$ cat config.mk
export PLATFORM = sky130hd
export DESIGN_NAME = sched04_exec
export DESIGN_NICKNAME = d
export VERILOG_FILES = /design/src/rtl/sched04_pkg.sv /design/src/rtl/sched04_fu.sv /design/src/rtl/sched04_exec.sv
export SDC_FILE = /design/constraint.sdc
export NUM_CORES = 1
export LEC_CHECK = 0
export ABC_CLOCK_PERIOD_IN_PS = 2300
export CAP_MARGIN = 20
export CORE_MARGIN = 4
export CORE_UTILIZATION = 55
export CTS_CLUSTER_SIZE = 16
export DETAILED_ROUTE_END_ITERATION = 12
export GPL_TIMING_DRIVEN = 0
export PLACE_DENSITY = 0.84
export REMOVE_ABC_BUFFERS = 1
export SYNTH_ARGS = -nofsm -noshare
export SYNTH_HDL_FRONTEND = slang
export SYNTH_SLANG_ARGS = --single-unit
$ cat constraint.sdc
create_clock -name clk -period 2.3 [get_ports clk]
set_clock_uncertainty 0.15 [all_clocks]
set_input_delay 0.345 -clock clk [delete_from_list [all_inputs] [get_ports clk]]
set_output_delay 0.345 -clock clk [all_outputs]
set_load 0.01 [all_outputs]
$ cat src/rtl/sched04_pkg.sv
// sched04_pkg: shared definitions for the sample04 scheduled executor.
//   state_t   : controller states (IDLE, S1..S5, DONE)
//   op_t      : functional-unit operation select
//   NUM_STEPS : number of compute steps in the fixed schedule
package sched04_pkg;

  localparam int NUM_STEPS = 5;

  typedef enum logic [2:0] {
    IDLE = 3'd0,
    S1   = 3'd1,
    S2   = 3'd2,
    S3   = 3'd3,
    S4   = 3'd4,
    S5   = 3'd5,
    DONE = 3'd6
  } state_t;

  typedef enum logic [1:0] {
    OP_AND = 2'd0,
    OP_OR  = 2'd1,
    OP_NOT = 2'd2
  } op_t;

endpackage

$ cat src/rtl/sched04_fu.sv
// sched04_fu: WIDTH-bit bitwise functional unit.
//   a, b : operands (b is ignored for OP_NOT)
//   op   : operation select (AND / OR / NOT)
//   y    : combinational result
import sched04_pkg::*;

module sched04_fu #(
  parameter int WIDTH = 1
) (
  input  logic [WIDTH-1:0] a,
  input  logic [WIDTH-1:0] b,
  input  op_t              op,
  output logic [WIDTH-1:0] y
);

  always_comb begin
    y = '0;
    case (op)
      OP_AND:  y = a & b;
      OP_OR:   y = a | b;
      OP_NOT:  y = ~a;
      default: y = '0;
    endcase
  end

endmodule

$ cat src/rtl/sched04_exec.sv
// sched04_exec: multi-cycle executor for the sample04 network using one
// shared AND, one OR and one NOT unit over a fixed 5-step schedule.
//   clk, rst            : clock, synchronous active-low reset
//   in_valid / in_ready : operand handshake (x, y, z, u, v, w)
//   out_valid/out_ready : result handshake (r, s, t)
//   r = (((x&y&z)|u)|w) & (v|x|y),  s = u&w,  t = ~z
//   busy                : high while computing (S1..S5)
//   txn_cnt             : completed output handshakes, wraps
import sched04_pkg::*;

module sched04_exec #(
  parameter int WIDTH = 1,
  parameter int CNT_W = 8
) (
  input  logic             clk,
  input  logic             rst,
  input  logic             in_valid,
  output logic             in_ready,
  input  logic [WIDTH-1:0] x,
  input  logic [WIDTH-1:0] y,
  input  logic [WIDTH-1:0] z,
  input  logic [WIDTH-1:0] u,
  input  logic [WIDTH-1:0] v,
  input  logic [WIDTH-1:0] w,
  output logic             out_valid,
  input  logic             out_ready,
  output logic [WIDTH-1:0] r,
  output logic [WIDTH-1:0] s,
  output logic [WIDTH-1:0] t,
  output logic             busy,
  output logic [CNT_W-1:0] txn_cnt
);

  state_t state;

  // Captured operands
  logic [WIDTH-1:0] x_reg, y_reg, z_reg, u_reg, v_reg, w_reg;
  // Scratch results, one per scheduled operation
  logic [WIDTH-1:0] n1_reg, m1_reg, tt_reg, n_reg, m_reg;
  logic [WIDTH-1:0] ss_reg, p_reg, q_reg, rr_reg;

  // Functional-unit operand buses
  logic [WIDTH-1:0] and_a, and_b, and_y;
  logic [WIDTH-1:0] or_a, or_b, or_y;
  logic [WIDTH-1:0] not_a, not_y;

  sched04_fu #(.WIDTH(WIDTH)) u_and (.a(and_a), .b(and_b), .op(OP_AND), .y(and_y));
  sched04_fu #(.WIDTH(WIDTH)) u_or  (.a(or_a),  .b(or_b),  .op(OP_OR),  .y(or_y));
  sched04_fu #(.WIDTH(WIDTH)) u_not (.a(not_a), .b('0),    .op(OP_NOT), .y(not_y));

  // Per-step operand routing into the shared units
  always_comb begin
    and_a = '0;
    and_b = '0;
    or_a  = '0;
    or_b  = '0;
    not_a = '0;
    case (state)
      S1: begin
        and_a = x_reg;  and_b = y_reg;
        or_a  = v_reg;  or_b  = x_reg;
        not_a = z_reg;
      end
      S2: begin
        and_a = n1_reg; and_b = z_reg;
        or_a  = m1_reg; or_b  = y_reg;
      end
      S3: begin
        and_a = u_reg;  and_b = w_reg;
        or_a  = n_reg;  or_b  = u_reg;
      end
      S4: begin
        or_a  = p_reg;  or_b  = w_reg;
      end
      S5: begin
        and_a = q_reg;  and_b = m_reg;
      end
      default: ;
    endcase
  end

  assign in_ready  = (state == IDLE);
  assign out_valid = (state == DONE);
  assign busy      = (state == S1) || (state == S2) || (state == S3) ||
                     (state == S4) || (state == S5);

  always_ff @(posedge clk) begin
    if (!rst) begin
      state   <= IDLE;
      x_reg   <= '0; y_reg  <= '0; z_reg  <= '0;
      u_reg   <= '0; v_reg  <= '0; w_reg  <= '0;
      n1_reg  <= '0; m1_reg <= '0; tt_reg <= '0;
      n_reg   <= '0; m_reg  <= '0; ss_reg <= '0;
      p_reg   <= '0; q_reg  <= '0; rr_reg <= '0;
      r       <= '0;
      s       <= '0;
      t       <= '0;
      txn_cnt <= '0;
    end else begin
      case (state)
        IDLE: begin
          if (in_valid) begin
            x_reg <= x; y_reg <= y; z_reg <= z;
            u_reg <= u; v_reg <= v; w_reg <= w;
            state <= S1;
          end
        end
        S1: begin
          n1_reg <= and_y;
          m1_reg <= or_y;
          tt_reg <= not_y;
          state  <= S2;
        end
        S2: begin
          n_reg <= and_y;
          m_reg <= or_y;
          state <= S3;
        end
        S3: begin
          ss_reg <= and_y;
          p_reg  <= or_y;
          state  <= S4;
        end
        S4: begin
          q_reg <= or_y;
          state <= S5;
        end
        S5: begin
          // rr is produced on this same edge, so the output takes it
          // straight from the AND unit rather than from rr_reg.
          rr_reg <= and_y;
          r      <= and_y;
          s      <= ss_reg;
          t      <= tt_reg;
          state  <= DONE;
        end
        DONE: begin
          if (out_ready) begin
            txn_cnt <= txn_cnt + CNT_W'(1);
            state   <= IDLE;
          end
        end
        default: state <= IDLE;
      endcase
    end
  end

endmodule

After elaboration in Yosys (flattened, before gate mapping)
Index checks and enable logic that the tools add are counted.
{ "classes": {"addsub": 1, "n_eq_ne": 8, "mux": 8, "n_bitwise": 3, "reduce_logical": 8} }
{ "op_table": {"columns": ["op", "count"], "rows": [
  ["$pmux W3 S7", 1],
  ["$pmux W1 S4", 4],
  ["$eq A3 B3 Y1 const B", 3],
  ["$add A8 B1 Y8 const B", 1],
  ["$eq A3 B2 Y1 const B", 2],
  ["$mux W3", 2],
  ["$reduce_and A2 Y1", 3],
  ["$logic_or A1 B1 Y1", 4],
  ["$eq A3 B1 Y1 const B", 1],
  ["$logic_not A3 Y1", 1],
  ["$ne A2 B1 Y1 const B", 1],
  ["$ne A2 B2 Y1 const B", 1],
  ["$and A1 B1 Y1", 1],
  ["$mux W1", 1],
  ["$not A1 Y1", 1],
  ["$or A1 B1 Y1", 1]
]} }
{ "totals": {"regBits": 28, "output_inout_bits": 14, "elab_cells": 47} }

Depth between registers and ports, before layout
{ "logic_depth": {"word_depth": 5, "mapped_depth": 6, "ltp_nobuf": 5} }

Cells and area by module
From an unflattened synthesis, not the netlist that was laid out.
{ "unflattened": {"hier_cells": 156, "hier_area_um2": 1383.8} }
{ "by_module_without_submodules": {"columns": ["module", "instances", "cells_each", "area_each_um2", "seq_area_each_um2"], "rows": [
  ["sched04_exec", 1, 144, 1316.3, 560.5],
  ["sched04_fu", 3, 4, 22.5, 0.0]
]} }

Least setup slack after synthesis
No wires, ideal clock.
{ "synth_path": {"kind": "register to register", "startpoint": "reg state[2]", "endpoint": "reg v_reg", "setup_ns": 0.116, "arrival_ns": 1.184, "t_required_ns": 2.034, "path_slack_ns": 0.850, "path_stages_with_launch": 7, "path_cell_list": "dfxtp_1 > buf_6 > nor3_4 > and2_1 > buf_4 > mux2i_1 > nor2b_1"} }
{ "synth_via": {"elab_chain_cells": 2} }
{ "synth_lines": {"columns": ["element", "line", "text"], "rows": [
  ["from (decl)", "sched04_exec.sv:34", "state_t state;"],
  ["from (signal assigned)", "sched04_exec.sv:89", "state <= IDLE;"],
  ["from (signal assigned)", "sched04_exec.sv:105", "state <= S1;"],
  ["from (signal assigned)", "sched04_exec.sv:112", "state <= S2;"],
  ["$logic_not A3 Y1", null, null],
  ["via in_ready", "sched04_exec.sv:18", "output logic in_ready,"],
  ["$reduce_and A2 Y1 (no source line)", null, null],
  ["to (signal assigned)", "sched04_exec.sv:104", "u_reg <= u; v_reg <= v; w_reg <= w;"],
  ["to (decl)", "sched04_exec.sv:37", "logic [WIDTH-1:0] x_reg, y_reg, z_reg, u_reg, v_reg, w_reg;"]
]} }
The timed path passes the listed nets, and every way through them passes these cells.
A chain may end at the register's enable or synchronous reset.

Worst setup path after layout
{ "layout_path": {"startpoint": "reg state[0]", "endpoint": "out out_valid"} }
{ "layout_via": {"elab_chain_cells": 1} }
{ "layout_lines": {"columns": ["element", "line", "text"], "rows": [
  ["$eq A3 B3 Y1", "sched04_exec.sv:83", "assign out_valid = (state == DONE);"],
  ["to (decl)", "sched04_exec.sv:25", "output logic out_valid,"]
]} }
Every way passes these cells.

==> out/metrics.cfg <==
[sta]
setup_viol = 0
relSlewSlack_pct = 49.0
report.final.slew_viol_count = 0
worst_pin_slew_ps = 763
fin_crit_ps = 2190
period_share_pct = 95.4
rsz0062_at_grt = no
fmax_mhz = 456
tns_ps = 0
hold_viol_final = 0

[detailed_routing]
viasPerCell = 5.59
wire_per_inst_um = 13.3
drt_first_pass_iters = 4
m1WireLength_mm = 1.15
wl_met2_mm = 1.12
wirelength_mm = 2.47
drc = 0
ant_nets = 0
top_layer = met4
dr_total_vias = 1034
drtIter0Drc = 21
wl_met3_um = 147

[power]
p_switching_mw = 0.233
p_per_area_nw_per_um2 = 570
p_seq_share_pct = 59.4
power_frac_clock_pct = 26.8
power_frac_comb_pct = 13.7
switching_share_pct = 25.7
ir_drop_uv = 382
total_power_mw = 0.906
leakage_nw = 0.555
cellInternalPower_mw = 0.674

[logic_synthesis]
ys_ff_latch = 28
synth_cells = 139
synth_warnings = 0
syn_area_um2 = 1340
avgSynthCellArea_um2 = 9.67
yosysUniqueCellTypes = 38
ys_seq_area_share_pct = 41.7

[worst_setup_path]
reg2regPathDepth = 4
path_class = flip-flop to output pin
setup.worst_path.start = state[0]$_SDFFE_PN0P_
arrival_ps = 1700
reg2reg_from = state[0]$_SDFFE_PN0P_
r2r-end = p_reg$_SDFFE_PN0N_
startpoint_type = flip-flop
path_max_fanout = 15
cpPeakStageDelay_ps = 560
path_buf_inv = 2
r2r_slack_ps = 690
crit_chain = inv_1, and3_1, clkdlybuf4s50_1
crit_required_ps = 1800
crit_cells = 3
crit_family = buffers and inverters
crit_slowest_cell = dfxtp_2
cp-end-kind = output pin

[outcome]
status = complete, no violations

[floorplan]
coreArea_um2 = 2280
start_util_pct = 59.0
pin_count = 24
die_w_um = 57.4
die_h_um = 57.4
dieArea_um2 = 3300
rows = 17

[finish]
fill_cells = 171
largest_register = txn_cnt
final_common_cell = dfxtp_1
mostFrequentLayoutCells = dfxtp_1 (25), clkdlybuf4s50_1 (23), and2_1 (10), mux2i_1 (10), nor2b_1 (9)
diodes = 0
final_nets = 169
multi_input_area_um2 = 709
area_growth_pct = 18.4
final-seq-area_um2 = 569
drive_above_1_share_pct = 11.5
largest_reg_flops = 8
reg.largest.list = txn_cnt (8), state (3)

[min_path]
hp-start = r$_SDFFE_PN0P_
min_to = r$_SDFFE_PN0P_
hold_depth = 2
min_path_type = flip-flop to flip-flop

[grt]
grt_first_pass_wirelength_mm = 4.30
grt_usage_pct = 16.4
grt.overflow.total = 0
grt_max_degree = 29
grt_pass1_vias = 996
antenna_found_initial = 0

[place]
port_buffers = 23
dpl.hpwl_mm = 1.79
gp_congestion = 0.753

[clock_network]
cts_hold_buf = 0
h-tree-depth = 1
cts_buffer_depth = 2
clkSinkCount = 28
path_clk_slew_ps = 150
cts-root-buf = clkbuf_4
cts_tree = built
insertion_delay_ps = 340
numCtsBuffers = 3

[flow_run]
cap_violations = 0

==> metal layers <==
layer / track usage, % / vias up
li1: - / 522
met1: 20.8 / 477
met2: 26.9 / 29
met3: 2.71 / 6
met4: 7.95 / 0
met5: 0 / -
==> worst max path at each step <==
stage                         endpoint  slack [ps]
2_1_floorplan  txn_cnt[3]$_SDFFE_PN0P_         670
3_3_place_gp                      busy         160
3_5_place_dp                      busy         160
4_1_cts                           busy           9
5_1_grt                           busy          10
6_report                     out_valid         110
==> synthesized netlist by cell type <==
cell / number / area share [%]
a21boi_0: 4 / 2.2
nand3_1: 5 / 1.9
nand2_1: 8 / 2.2
buf_2: 2 / 0.74
mux2i_1: 10 / 7.4
nor3_4: 1 / 1.2
dfxtp_1: 28 / 42
nor2_2: 1 / 0.47
nor2b_1: 9 / 4.2
a21oi_2: 2 / 1.3
o21ai_0: 8 / 3.0
and3_4: 1 / 0.84
buf_4: 3 / 1.7
xnor2_1: 7 / 4.6
o21ai_1: 1 / 0.37
nand4_1: 4 / 1.9
nor4b_1: 1 / 0.65
and4b_1: 1 / 0.74
o21ai_2: 1 / 0.65
ha_1: 1 / 0.93
nor2_1: 1 / 0.28
buf_6: 2 / 1.7
and4_1: 1 / 0.65
and2b_1: 1 / 0.56
and4b_2: 1 / 0.84
inv_1: 3 / 0.84
a211o_1: 1 / 0.65
nor3b_2: 2 / 1.9
o211a_1: 1 / 0.74
a21oi_1: 7 / 2.6
and3_1: 1 / 0.47
o22ai_1: 2 / 0.93
nor3_1: 2 / 0.74
clkbuf_1: 2 / 0.56
nor3b_4: 1 / 1.4
nand2b_1: 2 / 0.93
a31oi_2: 1 / 0.93
and2_1: 10 / 4.7
==> stage by stage <==
step	utilization, %	setup slack (ps)	hold WS, ps	instance area, µm²	instances
2_1_floorplan	-	675	302	1280	130
3_3_place_gp	67.9	165	303	1550	181
3_5_place_dp	67.9	156	316	1550	181
4_1_cts	69.7	9.34	333	1590	185
5_1_grt	69.9	9.57	382	1590	185
6_report	69.9	105	326	1590	185
==> worst register-to-register path: cells and delay by family (launching register included) <==
kind / cells / cell delay (ps)
AOI/OAI and AO/OA: 2 / 250
DFF: 1 / 560
and+or+nand+nor: 2 / 590
==> power by group through the flow <==
stage | logic, mW | clock network, mW | registers (mW)
finish | 0.125 | 0.243 | 0.539
global route | 0.137 | 0.269 | 0.543
detailed placement | 0.125 | 0 | 0.549
CTS | 0.126 | 0.247 | 0.540
floorplan | 0.0808 | 0 | 0.541
global placement | 0.122 | 0 | 0.548
==> cell type report <==
class                      instances  share of cell area (%)
inverter                           3                   0.708
multi-input combinational         99                    44.6
timing repair buffer              23                    14.5
clock buffer                       4                    2.28
tap                               28                    2.20
sequential                        28                    35.8
==> what timing repair did <==
| action | 4_1_cts | 5_1_grt |
|---|---|---|
| endpoints found under the setup margin | 2 | 1 |
| cloned | 0 | 0 |
| buffers inserted | 0 | 0 |
| gates resized for setup | 3 | 2 |
==> cell families after synthesis <==
group,synth area share (%)
simple gates,26.4
compound gates,13.4
flops,41.7
buf+inv,5.49
mux,7.45
xor+xnor,4.56
fa+ha+maj,0.931
No activity file was read; power rests on OpenSTA's default activity.
==> edit 1, RTL diff (config.mk and constraints unchanged) <==
Re-encode `state_t` (7 states) as one-hot, 7 bits wide.
--- a/src/rtl/sched04_pkg.sv
+++ b/src/rtl/sched04_pkg.sv
@@ -6,14 +6,14 @@
 
   localparam int NUM_STEPS = 5;
 
-  typedef enum logic [2:0] {
-    IDLE = 3'd0,
-    S1   = 3'd1,
-    S2   = 3'd2,
-    S3   = 3'd3,
-    S4   = 3'd4,
-    S5   = 3'd5,
-    DONE = 3'd6
+  typedef enum logic [6:0] {
+    IDLE = 7'b0000001,
+    S1   = 7'b0000010,
+    S2   = 7'b0000100,
+    S3   = 7'b0001000,
+    S4   = 7'b0010000,
+    S5   = 7'b0100000,
+    DONE = 7'b1000000
   } state_t;
 
   typedef enum logic [1:0] {
Formal check against the unedited RTL: same outputs for any inputs over 10 cycles, from zero or initial values and one cycle with rst low; not proved beyond that.
==> edit 1 against the original RTL <==
  * Global-route usage rose by 3.2 points
  * Power rose by 12%
  * Critical path depth did not move
  * Largest power group unchanged
  * Largest cell class unchanged
  * Fmax fell by 0.57%
  * Worst setup slack got worse by 13 ps
  * Synthesized cell count rose by 15%
  * Design area rose by 12%
  * Highest routed layer unchanged
  * Area after synthesis rose by 8.6%
  * Wire length rose by 28%
  * Sequential power rose by 6.9%
  * Sequential cell count rose by 4
  * Count of clock-buffer cells in the layout rose by 3
  * Non-clock buffer count rose by 2
==> edit 1: results (changes against the original RTL) <==
Run status
  – Status: complete, no violations

Clocking
  – Clock-pin slew on the worst setup and hold paths: 90 ps (-60 ps)
  – H-Tree Depth: 2 (+1)
  – Total CTS buffers: 5 (+2)

Global route
  – Met1 usage: 23.7% (+2.9 points)
  – First-pass GRT wire length: 5250 um (+22%)
  – Largest net degree at the start of global routing: 26 (-10%)
  – Met3 usage in global routing: 6.10% (+3.4 points)
  – Tot GR Track Use: 19.7% (+3.2 points)
  – Vias in the first global route: 1,230 (+23%)
  – M2 GR Usage: 32.6% (+5.7 points)
  – Initial antenna violation count: 0 (unchanged)

Logic synthesis
  – Post-synth top cells: dfxtp_1, nor2_1, nand2_1
  – Share of the synthesized area in the top cell type: 43.9% (+2.2 points)
  – Netlist cell types: 43 (+13%)
  – Mean Syn Cell Area: 9.12 um2 (-5.7%)
  – Seq/Total Area, Yosys: 43.9% (+2.2 points)
  – Synth top area cells: dfxtp_1, mux2i_1, nor2_1

STA
  – Worst-Margin Slew: 729 ps (-34.4 ps)

Routing
  – Final WL: 3150 um (+28%)
  – 1st-iter DRT viols: 45 (+110%)
  – DR vias/cell: 5.85 (+4.7%)

Final layout
  – Layout cells sized above 1: 13.5% (+2.0 points)
  – Biggest regs: txn_cnt (8), state (7)
  – Finished Layout Cells: 215 (+16%)
  – Nets: 196 (+16%)

Worst setup path
  – Crit-path slowest cell: clkdlybuf4s50_1
  – FF-to-FF path depth: 5 (+1)
  – Worst Setup SP: state[0]
  – Worst-path fanout max: 6 (-9)
  – R2R Path Start: state[3]
  – Delay of the slowest cell on the worst path: 530 ps (-30 ps)

Hold path
  – Min-Delay Startpoint: m_reg

Place
  – Placed Instances: 206 (+14%)
  – RD Place Congestion: 0.829 (+10%)
  – Detailed placer's ending HPWL: 2300 um (+29%)

Power and ir drop
  – P_leak: 0.702 nW (+26%)
  – Sw frac: 22.9% (-2.8 points)
==> edit 1: cell count changes in the layout (fill, tap and decap cells not counted), moves of 4 or more <==
cell      unedited run  this run
a21boi_0             4         0
and2_1              10         2
nor2_1               1        24
nor2b_1              9         1
xnor2_1              7         0
xor2_1               0         5
==> edit 1: through the flow <==
step           TNS, ps  utilization [%]  total power [W]  setup slack [ps]  cell area (um2)
2_1_floorplan        0                -         0.000638               560             1420
3_3_place_gp     -68.0             67.5         0.000672             -68.0             1690
3_5_place_dp     -98.2             67.5         0.000676             -98.2             1690
4_1_cts              0             71.0          0.00103              29.5             1780
5_1_grt              0             71.6          0.00106              4.71             1790
6_report             0             71.6          0.00101              92.7             1790
==> edit 1: worst paths after layout <==
check,slack (ps),endpoint
setup reg to reg,410,z_reg
setup / recovery,90,in_ready
hold / removal,330,m_reg
hold reg to reg,330,m_reg
==> edit 1: cell type report <==
cell class              instances  area, um2
repair buffers                 25        243
flip-flops and latches         32        652
clock buffers                   7       65.1
fillers                       195        709
multi-input cells             116        774
inverters                       5       18.8
well taps                      30       37.5
==> edit 1: repair_timing <==
action | 4_1_cts | 5_1_grt
hold buffers | 0 | 0
cloned | 0 | 0
gates resized for setup | 9 | 5
hold endpoints to repair | 0 | 0
pin swaps | 1 | 1
setup buffers | 1 | 1
endpoints found under the setup margin | 3 | 2
==> edit 1: worst register-to-register path: cells and delay by family (launching register included) <==
family,cells,cell delay [ps]
multiplexers,1,310
buffers and inverters,1,170
AND/OR/NAND/NOR,3,700
flip-flops,1,410
==> edit 1: power groups by stage <==
stage	clock, W	sequential [W]	combinational [W]
2_1_floorplan	0	0.000587	0.0000509
3_3_place_gp	0	0.000589	0.0000826
3_5_place_dp	0	0.000591	0.0000855
4_1_cts	0.000361	0.000577	0.0000870
5_1_grt	0.000384	0.000579	0.0000960
6_report	0.000349	0.000576	0.0000876
==> edit 1: routing by layer <==
layer | vias to the layer above | share of wire, %
met2 | 38 | 49
met3 | 6 | 6.6
li1 | 620 | -
met4 | 0 | 1.3
met1 | 594 | 43
met5 | - | 0
==> edit 1: kinds of logic (layout without fill, tap and decap cells) <==
| kind of cell | after synthesis | after routing | share of synthesized area, % |
|---|---|---|---|
| mux | 10 | 10 | 6.86 |
| flops | 32 | 32 | 43.9 |
| fa+ha+maj | 1 | 1 | 0.857 |
| compound gates | 24 | 24 | 11.0 |
| simple gates | 76 | 76 | 30.4 |
| xor+xnor | 5 | 5 | 3.00 |
| buf+inv | 12 | 37 | 3.94 |
==> edit 2, RTL diff (same settings) <==
Without the edit above. `CNT_W`: 8 -> 12.
--- a/src/rtl/sched04_exec.sv
+++ b/src/rtl/sched04_exec.sv
@@ -10,7 +10,7 @@
 
 module sched04_exec #(
   parameter int WIDTH = 1,
-  parameter int CNT_W = 8
+  parameter int CNT_W = 12
 ) (
   input  logic             clk,
   input  logic             rst,
Ports: changed (resized txn_cnt); port bits go from 24 to 28. No check against the original RTL was run, so the function may have changed too.
==> edit 2 against the original RTL <==
  * Wire length grew 19%
  * Design area grew 11%
  * Largest cell class unchanged
  * Power grew 16%
  * Non-clock buffer count grew 4
  * Worst setup slack gained 3.3 ps
  * Combinational power shrank 9%
  * Area after synthesis grew 8.4%
  * Sequential cell count grew 4
==> edit 2: results (changes against the original RTL) <==
Clocking
  – Total CTS buffers: 5 (+2)
  – H-Tree Depth: 2 (+1)

STA
  – Worst Hold Slack: 325 ps (-1.82 ps)
  – Worst-Margin Slew: 760 ps (-3.17 ps)

Logic synthesis
  – Synth top area cells: dfxtp_1, mux2i_1, a21oi_1
  – Multiplexer share of the synthesized area: 9.79% (+2.3 points)
  – Netlist cell types: 33 (-13%)
  – Post-synthesis compound-gate area fraction: 11.1% (-2.3 points)

Place
  – Detailed placer's ending HPWL: 2080 um (+16%)
  – Placed Instances: 210 (+16%)

Global route
  – Met1 usage: 22.6% (+1.8 points)
  – M2 GR Usage: 31.0% (+4.1 points)
  – First-pass GRT wire length: 5040 um (+17%)
  – Met3 usage in global routing: 7.41% (+4.7 points)
  – Largest net degree at the start of global routing: 26 (-10%)

Routing
  – Metal3 WL: 136 um (-7.5%)
  – Via count: 1,265 (+22%)
  – Metal2 WL: 1440 um (+28%)

Worst setup path
  – Delay of the slowest cell on the worst path: 580 ps (+20 ps)
  – Worst-path fanout max: 18 (+3)

Final layout
  – Biggest regs: txn_cnt (12), state (3)
  – Fill count: 193 (+13%)
  – Final Util: 71.0% (+1.0 points)

Power and ir drop
  – P_leak: 0.608 nW (+9.5%)

Run status
  – Status: complete, no violations
## edit 2: cell types whose count changed after synthesis, sizes merged, moves of 5 or more
cell	change
nor2	+14
and2	-10
nor2b	-7
xnor2	-7
nand2	+5
o21ai	-5
## edit 2: repair_timing
action                     CTS  global route
pin swaps                    0             0
setup endpoints to repair    2             1
gates resized for setup      3             1
## edit 2: layout make-up
type / count / area share, %
Clock buffer: 6 / 2.89
Sequential cell: 32 / 36.5
Timing Repair Buffer: 27 / 15.2
Inverter: 6 / 1.27
Tap cell: 30 / 2.12
Multi-Input combinational cell: 115 / 41.5
Clock inverter: 2 / 0.564
## edit 2: worst paths after layout
path,to
setup / recovery,out_valid
hold / removal,s
setup reg to reg,txn_cnt[5]
hold reg to reg,s
## edit 2: power breakdown
part           internal, W  leakage [nW]  switching (W)
Combinational    0.0000612         0.309      0.0000523
Clock             0.000145        0.0380       0.000193
Sequential        0.000573         0.261      0.0000275
Total             0.000780         0.608       0.000272
